--- src/rtl/text_disp_pkg.sv ---
// text_disp_pkg: shared geometry constants and pipeline stage records for the text display read path.
package text_disp_pkg;
  localparam int CELL_W = 8;
  localparam int CELL_H = 8;
  localparam int FETCH_LATENCY = 3;
  localparam int GLYPH_W = 7;
  localparam int INV_BIT = 7;
  localparam int FONT_ADDR_W = 10;
  typedef struct packed {
    logic       vis;
    logic [2:0] bx;
    logic [2:0] by;
    logic       cur;
    logic       hs;
    logic       vs;
  } s1_t;
  typedef struct packed {
    logic       vis;
    logic [2:0] bx;
    logic       cur;
    logic       inv;
    logic       hs;
    logic       vs;
  } s2_t;
endpackage

--- src/rtl/cursor_blink.sv ---
// cursor_blink: counts vsync rising edges and toggles the blink phase every BLINK_FRAMES frames.
module cursor_blink #(
  parameter int BLINK_FRAMES = 16
) (
  input  logic clk,
  input  logic reset_n,
  input  logic vsync_in,
  output logic blink
);
  localparam int CNT_W = $clog2(BLINK_FRAMES + 1);
  logic             vs_q, blink_q;
  logic [CNT_W-1:0] cnt_q;
  logic             frame, wrap;
  assign frame = vsync_in & ~vs_q;
  assign wrap  = cnt_q == CNT_W'(BLINK_FRAMES - 1);
  assign blink = blink_q;
  always_ff @(posedge clk or negedge reset_n)
    if (!reset_n) begin
      vs_q    <= 1'b0;
      cnt_q   <= '0;
      blink_q <= 1'b0;
    end else begin
      vs_q <= vsync_in;
      if (frame) begin
        cnt_q   <= wrap ? '0 : cnt_q + CNT_W'(1);
        blink_q <= blink_q ^ wrap;
      end
    end
endmodule

--- src/rtl/text_pixel_fetch.sv ---
// text_pixel_fetch: 3-stage beam-position -> char RAM -> font ROM -> pixel pipeline with
// inverse video, blinking cursor, off-screen blanking and matching sync delay.
module text_pixel_fetch
  import text_disp_pkg::*;
#(
  parameter int COLS         = 32,
  parameter int ROWS         = 30,
  parameter int ADDR_W       = 14,
  parameter int BLINK_FRAMES = 16
) (
  input  logic                   clk,
  input  logic                   reset_n,
  input  logic [8:0]             hpos,
  input  logic [8:0]             vpos,
  input  logic                   display_on,
  input  logic                   hsync_in,
  input  logic                   vsync_in,
  input  logic                   cursor_en,
  input  logic [5:0]             cursor_col,
  input  logic [4:0]             cursor_row,
  output logic [ADDR_W-1:0]      ram_addr,
  input  logic [7:0]             ram_dout,
  output logic [FONT_ADDR_W-1:0] font_addr,
  input  logic [7:0]             font_bits,
  output logic                   pixel,
  output logic                   hsync_out,
  output logic                   vsync_out,
  output logic                   blink
);
  s1_t        s1_q;
  s2_t        s2_q;
  logic       pixel_q, hs_q, vs_q;
  logic [5:0] col, row;
  logic       vis0, cur0, pix_d;
  assign col  = hpos[8:3];
  assign row  = vpos[8:3];
  assign vis0 = display_on && 32'(col) < COLS && 32'(row) < ROWS;
  // cursor_row is zero-extended so rows >= 32 can never alias onto a valid cursor
  assign cur0 = cursor_en && col == cursor_col && row == {1'b0, cursor_row};
  assign ram_addr  = vis0 ? ADDR_W'(32'(row) * COLS + 32'(col)) : '0;
  assign font_addr = {ram_dout[GLYPH_W-1:0], s1_q.by};
  assign pix_d = s2_q.vis & (font_bits[3'(CELL_W - 1) - s2_q.bx] ^ s2_q.inv ^ (s2_q.cur & blink));
  assign pixel     = pixel_q;
  assign hsync_out = hs_q;
  assign vsync_out = vs_q;
  cursor_blink #(.BLINK_FRAMES(BLINK_FRAMES)) u_blink (
    .clk      (clk),
    .reset_n  (reset_n),
    .vsync_in (vsync_in),
    .blink    (blink)
  );
  always_ff @(posedge clk or negedge reset_n)
    if (!reset_n) begin
      s1_q    <= '0;
      s2_q    <= '0;
      pixel_q <= 1'b0;
      hs_q    <= 1'b0;
      vs_q    <= 1'b0;
    end else begin
      s1_q    <= '{vis: vis0, bx: hpos[2:0], by: vpos[2:0], cur: cur0, hs: hsync_in, vs: vsync_in};
      s2_q    <= '{vis: s1_q.vis, bx: s1_q.bx, cur: s1_q.cur, inv: ram_dout[INV_BIT], hs: s1_q.hs, vs: s1_q.vs};
      pixel_q <= pix_d;
      hs_q    <= s2_q.hs;
      vs_q    <= s2_q.vs;
    end
endmodule

--- config.mk ---
export PLATFORM = sky130hd
export DESIGN_NAME = text_pixel_fetch
export DESIGN_NICKNAME = d
export VERILOG_FILES = /design/src/rtl/text_disp_pkg.sv /design/src/rtl/cursor_blink.sv /design/src/rtl/text_pixel_fetch.sv
export SDC_FILE = /design/constraint.sdc
export NUM_CORES = 1
export LEC_CHECK = 0
export ABC_AREA = 1
export BUFFER_PORTS_ARGS = -buffer_cell sky130_fd_sc_hd__buf_2
export CORE_MARGIN = 1
export CORE_UTILIZATION = 45
export DETAILED_ROUTE_END_ITERATION = 6
export PLACE_DENSITY = 0.83
export RECOVER_POWER = 25
export SYNTH_ARGS = -nofsm -noshare
export SYNTH_HDL_FRONTEND = slang
export SYNTH_SLANG_ARGS = --single-unit
--- constraint.sdc ---
create_clock -name clk -period 2.3 [get_ports clk]
set_input_delay 0.23 -clock clk [delete_from_list [all_inputs] [get_ports clk]]
set_output_delay 0.23 -clock clk [all_outputs]
set_load 0.1 [all_outputs]
==> out/results.ini, run 1 <==
[synth]
synthCells=161
synth-compound-area-share=0.0519
synth.area.mux_share=0
syn-cell-area_um2=1380
synth_top_area_frac=0.491
synth_adder_area_share=0.0273
synth.area.top_cells=dfrtp_1, inv_1, buf_4
synth_top_area_cell=dfrtp_1
synth_ff_type=dfrtp_1
synth-edff-count=0
synthArstFlopShare=1.00
yosys.area_share.simple=0.217
synth-seq-area-share=0.491
synthTopCellsByCount=inv_1, nand2_1, dfrtp_1
synth_xor_area_frac=0.0510
synth_cell_type_count=22
yosysWarnings=0
syn_avg_cell_area_um2=8.54
synth_seq_cells=27
synth_top_family_by_area=simple AND/OR/NAND/NOR gates
synth_most_common_cell=inv_1

[final_layout]
drive_gt1_frac=0.323
antenna_cells=0
synthToLayoutAreaGrowth_pct=26.9
n_fill_cell=253
final_net_count=278

[critical_path]
worst_r2r_path_depth=4
critical_path_depth=9
worstSetupStartpointType=primary input
crit_path_max_incr_delay_ns=0.42
cp.required_ns=2.07
critPathCaptureType=output pin
cp.arrival_ns=1.50
path_delay_family=buffers and inverters
reg2reg_setup_slack_ns=1.13
cp_slowest_cell=buf_2
crit_chain=buf_2, ha_1, ha_1, nand2_1, inv_1, nand2_1, nor2_1, nor2_1, buf_2
critPathBufInv=3
cp_max_fo=3
path_class=primary input to output pin

[drt]
ant_nets=0
routedWlPerCell_um=10.1
via_per_inst=4.60
drtPass1Iterations=6
drt_wl_total_um=2570
drc=6
vias=1169
drt_iter0_drc=38

[global_route]
grt_pass1_wl_um=4150
grt.overflow.total=0
grt.total_usage=0.168
grt_start_max_net_pins=28
grt_pass1_vias=1082
antenna_found_initial=0

[placement]
dp_hpwl_um=2020
dpl_worst_slack_ns=0.577
port_buffers=60
gp_congestion=0.718

[timing]
min_period_over_period=0.750
fin_crit_ns=1.73
rsz0062_at_grt=false
finalHoldViolCount=0
finalSetupViolations=0
holdWs_ns=0.0173
tightest_slew_ns=0.560
slew_viol_final=0
slew_headroom=0.627
clock_skew_ns=0.00216
fmax_mhz=579
worst_slack_ns=0.574

[status]
status=finished with violations
failed_checks=design-rule violations

[floorplan]
rows=19
core_um2=2830
pin_count=79
initial_core_util=0.486
fp.dieH_um=57.3
dieArea_um2=3280
fp.dieW_um=57.3

[power]
ir_drop_uv=274
p_leak_uw=0.00100
finalPower_uw=1180
p_per_area_nw_per_um2=676

[cts]
cts_buffers=3
max-clock-path-buffers=2
cts_root_buf=clkbuf_4
clk_pin_slew_ns=0.14
clkSinkCount=27
cts_tree=built
clk_latency_ns=0.32
post_cts.repair.setup_buffers=0
htree_levels=1

[run]
maxCapViolations=0

[min_path]
hp-class=primary input to flip-flop
whs_path_depth=1

## registers in the layout (all words and copies together), names as in the netlist
name / cells
s2_q: 8
s1_q: 6
u_blink.cnt_q: 5
font_addr: 3
hsync_out: 1
pixel: 1
u_blink.blink: 1
u_blink.vs_q: 1
vsync_out: 1
## final timing paths
kind	startpoint	endpoint
worst max-delay path	hpos[8]	ram_addr[9]
worst min-delay path	vsync_in	u_blink.vs_q
worst max register to register	u_blink.cnt_q[0]	u_blink.blink
min in group asynchronous	reset_n	s2_q[4]
max in group asynchronous	reset_n	pixel
worst min register to register	s2_q[0]	vsync_out
## worst register-to-register path, stage by stage, from the launching register on
cell and delay [ns]:
dfrtp_1 0.41, ha_1 0.21, nand3_1 0.12, nor3_2 0.21
xor2_1 0.16
## routing by layer
metal / wire (µm) / global-route usage / part of all wire
met1: 986 / 0.172 / 0.38
met2: 1340 / 0.326 / 0.52
met3: 181 / 0.0136 / 0.070
met4: 60 / 0.105 / 0.023
met5: 0 / 0 / 0
## repair_timing
item	4_1_cts	5_1_grt
hold endpoints to repair	35	0
resized for setup	0	0
hold buffers	9	0
## per-stage QoR
stage          cells   TNS, ns   util  area (µm²)
2_1_floorplan    164  -0.00680      -        1390
3_3_place_gp     241         0  0.575        1630
3_5_place_dp     241         0  0.575        1630
4_1_cts          254         0  0.617        1750
5_1_grt          254         0  0.617        1750
6_report         254         0  0.617        1750
## kinds of logic after synthesis
kind of cell | Yosys count
other | 1
AO/OA/AOI/OAI | 10
flip-flops | 27
AND/OR/NAND/NOR | 68
buffers and inverters | 44
adder cells (fa/ha/maj) | 3
XOR/XNOR | 8
## cell usage in the layout, fill, tap and decap left out, types with 4 or more instances in the layout
cell / count
buf_2: 60
conb_1: 4
dfrtp_1: 27
dlygate4sd3_1: 9
inv_1: 29
nand2_1: 28
nand3_1: 13
nor2_1: 19
o21ai_0: 4
xnor2_1: 6
## final cells by class
cell class	instances	area (µm²)	share of cell area
well taps	31	38.8	0.0222
clock buffers	3	22.5	0.0129
clock inverters	1	7.51	0.00430
flip-flops and latches	27	676	0.387
inverters	30	113	0.0645
repair buffers	69	390	0.224
multi-input cells	93	498	0.285
## power breakdown
group | switching (µW) | internal [µW] | total [µW]
clock network | 135 | 66.5 | 201
registers | 49.7 | 538 | 587
logic | 277 | 114 | 391
Power figures use the tool's default switching activity.
==> inputs of run 2 (changes only) <==
- CORE_UTILIZATION: 45 -> 43
- PLACE_DENSITY: 0.83 -> 0.8
- clock period: 2.3 -> 1.8 ns (I/O delays scaled with it)
==> run 2 against run 1 <==
Effect of this change:
- the flow now finishes without violations
- highest routed layer unchanged
- via count shrank 2.1%
- register-to-register slack lost 0.49 ns
- critical path depth shrank 2
- largest cell class unchanged
- critical path type unchanged
- critical endpoint unchanged
- clock skew grew 0.0069 ns
- global-route usage shrank 1.1 points
- die area grew 4.5%
==> out/results.ini, run 2 (synthesis gave the netlist of run 1 again) <==
[drt]
drtPass1Iterations=6
routedWlPerCell_um=9.09
via_per_inst=4.27
drt_wl_total_um=2440
drc=0
drt_iter0_drc=20
vias=1145
ant_nets=0

[critical_path]
cp.required_ns=1.62
cp.arrival_ns=1.34
r2r-start=u_blink.cnt_q[0]
worst_r2r_path_depth=4
reg2reg_setup_slack_ns=0.64
path_class=primary input to output pin
cp_max_fo=10
startpoint=vpos[7]
critPathCaptureType=output pin
reg2reg_to=u_blink.blink
worstSetupStartpointType=primary input

[timing]
slew_viol_final=0
finalHoldViolCount=0
worst_slack_ns=0.278
slew_headroom=0.582
holdWs_ns=0.139
clock_skew_ns=0.00903
finalSetupViolations=0
rsz0062_at_grt=false
min_period_over_period=0.845
fin_crit_ns=1.52
tightest_slew_ns=0.627
fmax_mhz=657

[global_route]
grt.total_usage=0.157
grt_pass1_vias=1033
grt.overflow.total=0
grt_start_max_net_pins=28
grt_pass1_wl_um=4070
antenna_found_initial=0

[cts]
clk_latency_ns=0.32
htree_levels=1
cts_hold_buf=10
clkSinkCount=27
cts_root_buf=clkbuf_4
post_cts.repair.setup_buffers=0
cts_buffers=3
max-clock-path-buffers=2
cts_tree=built
ctsResizeCount=0
clk_pin_slew_ns=0.13

[min_path]
hold_path_end=s1_q[2]
whs_path_depth=4
hp-class=primary input to flip-flop
min_from=cursor_row[1]

[placement]
dpl_worst_slack_ns=0.259
gp_congestion=0.722
dp_hpwl_um=1920
port_buffers=60

[final_layout]
top_regs=s2_q x8, s1_q x6, u_blink.cnt_q x5
drive_gt1_frac=0.362
final_common_cell=buf_2
layout.cells.most_common_list=buf_2, inv_1, nand2_1, dfrtp_1, nand3_1
seqCellArea_um2=676
antenna_cells=0
regMostFlops=s2_q
utilization=0.637
final_net_count=279
largest_reg_flops=8
multiInputGateArea_um2=520
synthToLayoutAreaGrowth_pct=41.4
n_fill_cell=256

[floorplan]
pin_count=79
dieArea_um2=3430
core_um2=3050
fp.dieW_um=58.6
rows=20
initial_core_util=0.450
fp.dieH_um=58.6

[run]
maxCapViolations=0

[power]
p_leak_uw=0.00103
p_per_area_nw_per_um2=786
finalPower_uw=1530
ir_drop_uv=339

[status]
status=finished, final reports clean

## run 2: changes by cell type in the layout (fill, tap and decap cells not counted)
cell           before  now
buf_12              0   10
buf_2              60   50
dlygate4sd3_1       9   10
nor2_1             19   10
nor2_2              0    9
## run 2: worst max-delay path, stage by stage
cell	delay, ns
buf_2	0.08
inv_1	0.09
o31ai_4	0.61
inv_2	0.08
nand2_1	0.09
nor2_2	0.05
buf_12	0.16
## run 2: stage by stage
step	instance area (µm²)	TNS (ns)	cells
after detailed placement	1810	0	254
after floorplan	1410	-0.259	164
final	1940	0	268
after CTS	1940	0	268
after global routing	1940	0	268
after global placement	1810	0	254
## run 2: how the worst max path moves through the flow
stage | end | slack (ns)
2_1_floorplan | ram_addr[7] | -0.26
3_3_place_gp | ram_addr[9] | 0.31
3_5_place_dp | ram_addr[9] | 0.26
4_1_cts | ram_addr[9] | 0.26
5_1_grt | ram_addr[9] | 0.14
6_report | ram_addr[9] | 0.28
## run 2: layer usage
layer  track usage  vias up  share of wire
met3        0.0286        2          0.078
met2         0.294       52           0.50
met1         0.167      491           0.41
met5             0        -              0
met4        0.0816        0         0.0078
li1              -      600              -
## run 2: power by group
| group | total (µW) | switching, µW | internal, µW |
|---|---|---|---|
| clock | 257 | 172 | 84.8 |
| combinational | 523 | 357 | 167 |
| sequential | 749 | 61.5 | 687 |
| total | 1530 | 590 | 938 |
## run 2: layout make-up
class                      instances  share of cell area
tap                               44              0.0283
timing repair buffer              70               0.283
sequential                        27               0.347
multi-input combinational         93               0.268
inverter                          30              0.0579
clock buffer                       3              0.0116
clock inverter                     1             0.00386
==> inputs of run 3 (changes only) <==
- ABC_AREA: 1 -> 0
- CORE_UTILIZATION: 43 -> 42
- clock period: 1.8 -> 1.5 ns (I/O delays scaled with it)
==> run 3 against run 2 <==
Effect of this change:
- the flow now finishes with violations (design-rule violations)
- count of clock-buffer cells in the layout rose by 1
- design area decreased by 6.7%
- critical path type unchanged
- clock skew shrank 0.0071 ns
- critical endpoint unchanged
- non-clock buffer count rose by 1
- sequential cell count stayed put
- final cell count decreased by 24%
==> out/results.ini, run 3 <==
[status]
status=finished with violations
failed_checks=design-rule violations

[critical_path]
crit_path_max_incr_delay_ns=0.22
worstSetupStartpointType=primary input
crit_top_cell=ha_1
path_delay_family=adder cells
crit_end=ram_addr[9]
startpoint=hpos[8]
cp.arrival_ns=1.26
path_class=primary input to output pin
cp_slowest_cell=ha_1
cp_max_fo=3
crit_chain=buf_2, ha_1, ha_1, nand3_1, xor2_1, nor2_2, buf_12
reg2reg_to=pixel
critical_path_depth=7
cp.required_ns=1.35
worst_r2r_path_depth=3
r2r-start=s2_q[4]
critPathCaptureType=output pin
reg2reg_setup_slack_ns=0.18
critPathBufInv=2

[final_layout]
synthToLayoutAreaGrowth_pct=41.7
drive_gt1_frac=0.402
layout.cells.most_common_list=buf_2, dfrtp_1, xnor2_1, dlygate4sd3_1, buf_12
n_fill_cell=210
regMostFlops=s2_q
seqCellArea_um2=679
top_regs=s2_q x8, s1_q x6, u_blink.cnt_q x5
multiInputGateArea_um2=504
final_net_count=229
largest_reg_flops=8
final_common_cell=buf_2
antenna_cells=0

[floorplan]
fp.dieW_um=57.2
initial_core_util=0.452
pin_count=79
rows=19
dieArea_um2=3270
fp.dieH_um=57.2
core_um2=2830

[timing]
fin_crit_ns=1.41
min_period_over_period=0.943
finalHoldViolCount=0
tightest_slew_ns=0.573
fmax_mhz=707
slew_viol_final=0
rsz0062_at_grt=false
holdWs_ns=0.115
slew_headroom=0.618
finalSetupViolations=0
clock_skew_ns=0.00191

[drt]
via_per_inst=4.81
drt_iter0_drc=24
drtPass1Iterations=5
drc=12
vias=986
ant_nets=0
routedWlPerCell_um=12.0
drt_wl_total_um=2470

[cts]
post_cts.repair.setup_buffers=0
cts_tree=built
max-clock-path-buffers=2
clkSinkCount=27
clk_pin_slew_ns=0.13
cts_root_buf=clkbuf_4
cts_buffers=3
htree_levels=1
clk_latency_ns=0.30

[run]
maxCapViolations=0

[global_route]
antenna_found_initial=0
grt_pass1_wl_um=4000
grt.total_usage=0.160
grt_start_max_net_pins=28
grt.overflow.total=0
grt_pass1_vias=968

[synth]
syn-cell-area_um2=1280
synth_most_common_cell=dfrtp_1
synth.area.top_cells=dfrtp_1, xnor2_1, buf_4
synth_top_area_cell=dfrtp_1
synth-seq-area-share=0.528
synthArstFlopShare=1.00
synthCells=111
syn_avg_cell_area_um2=11.5
synth_seq_cells=27
synth_cell_type_count=28
synthTopCellsByCount=dfrtp_1, buf_4, xnor2_1
synth_top_area_frac=0.528
synth_ff_type=dfrtp_1
yosysWarnings=0
synth-edff-count=0

[power]
p_leak_uw=0.000872
p_per_area_nw_per_um2=981
ir_drop_uv=383
finalPower_uw=1780

[placement]
port_buffers=60
dp_hpwl_um=2020
gp_congestion=0.730

[min_path]
hp-class=primary input to flip-flop

-- run 3: cell types whose count changed in the layout (fill, tap and decap cells not counted), sizes merged, moves of 2 or more --
cell	delta
a21oi	-2
and2	+7
inv	-28
mux2i	+5
nand2	-23
nand3	-8
nand4	+3
nor2	-14
nor2b	+2
nor3	-2
or2	-2
xnor2	+7
-- run 3: worst min path at each step --
stage | from | to | slack [ns] | depth (start not counted)
after global routing | cursor_row[2] | s1_q[2] | 0.11 | 4
after CTS | cursor_row[2] | s1_q[2] | 0.11 | 4
final | cursor_row[2] | s1_q[2] | 0.11 | 4
after floorplan | reset_n | font_addr[0] | -0.15 | 0
after global placement | reset_n | pixel | 0.16 | 1
after detailed placement | reset_n | pixel | 0.18 | 1
-- run 3: logic make-up (layout without fill, tap and decap cells) --
group | after synthesis | in the layout | synth area share
mux | 6 | 6 | 0.0567
compound gates | 6 | 6 | 0.0274
flops | 27 | 27 | 0.528
other cells | 1 | 4 | 0.00293
simple gates | 35 | 35 | 0.150
xor+xnor | 16 | 16 | 0.109
fa+ha+maj | 3 | 3 | 0.0293
buf+inv | 17 | 77 | 0.0968
-- run 3: worst min-delay path: stages --
cell and delay [ns]:
buf_2 0.08, xnor2_1 0.05, nand4_1 0.06, nor3_1 0.05
-- run 3: layer usage --
metal,part of all wire,track usage,up-vias
met2,0.53,0.321,61
met5,0,0,-
met1,0.37,0.166,448
met3,0.097,0.0385,2
met4,0.0020,0.0348,0
li1,-,-,475
-- run 3: area by class of cell --
type                    instances  share of cell area
flip-flops and latches         27               0.374
clock buffers                   4              0.0145
inverters                       2             0.00414
multi-input cells              70               0.278
repair buffers                 71               0.308
well taps                      31              0.0214
-- run 3: stage by stage --
step	cell area (µm²)	instances	setup WS [ns]	util	TNS [ns]
4_1_cts	1810	205	0.0742	0.641	0
3_3_place_gp	1690	191	0.185	0.597	0
3_5_place_dp	1690	191	0.0853	0.597	0
5_1_grt	1810	205	0.0196	0.641	0
2_1_floorplan	1310	114	-0.134	-	-0.134
6_report	1810	205	0.0857	0.641	0
-- run 3: what timing repair did --
action	4_1_cts	5_1_grt
resized for setup	0	0
hold buffers	10	0
hold endpoints to repair	36	0
-- run 3: where the power goes --
part / internal (µW) / leakage (µW) / switching (µW)
sequential: 823 / 0.000328 / 71.4
clock: 104 / 0.0000150 / 185
combinational: 194 / 0.000529 / 403
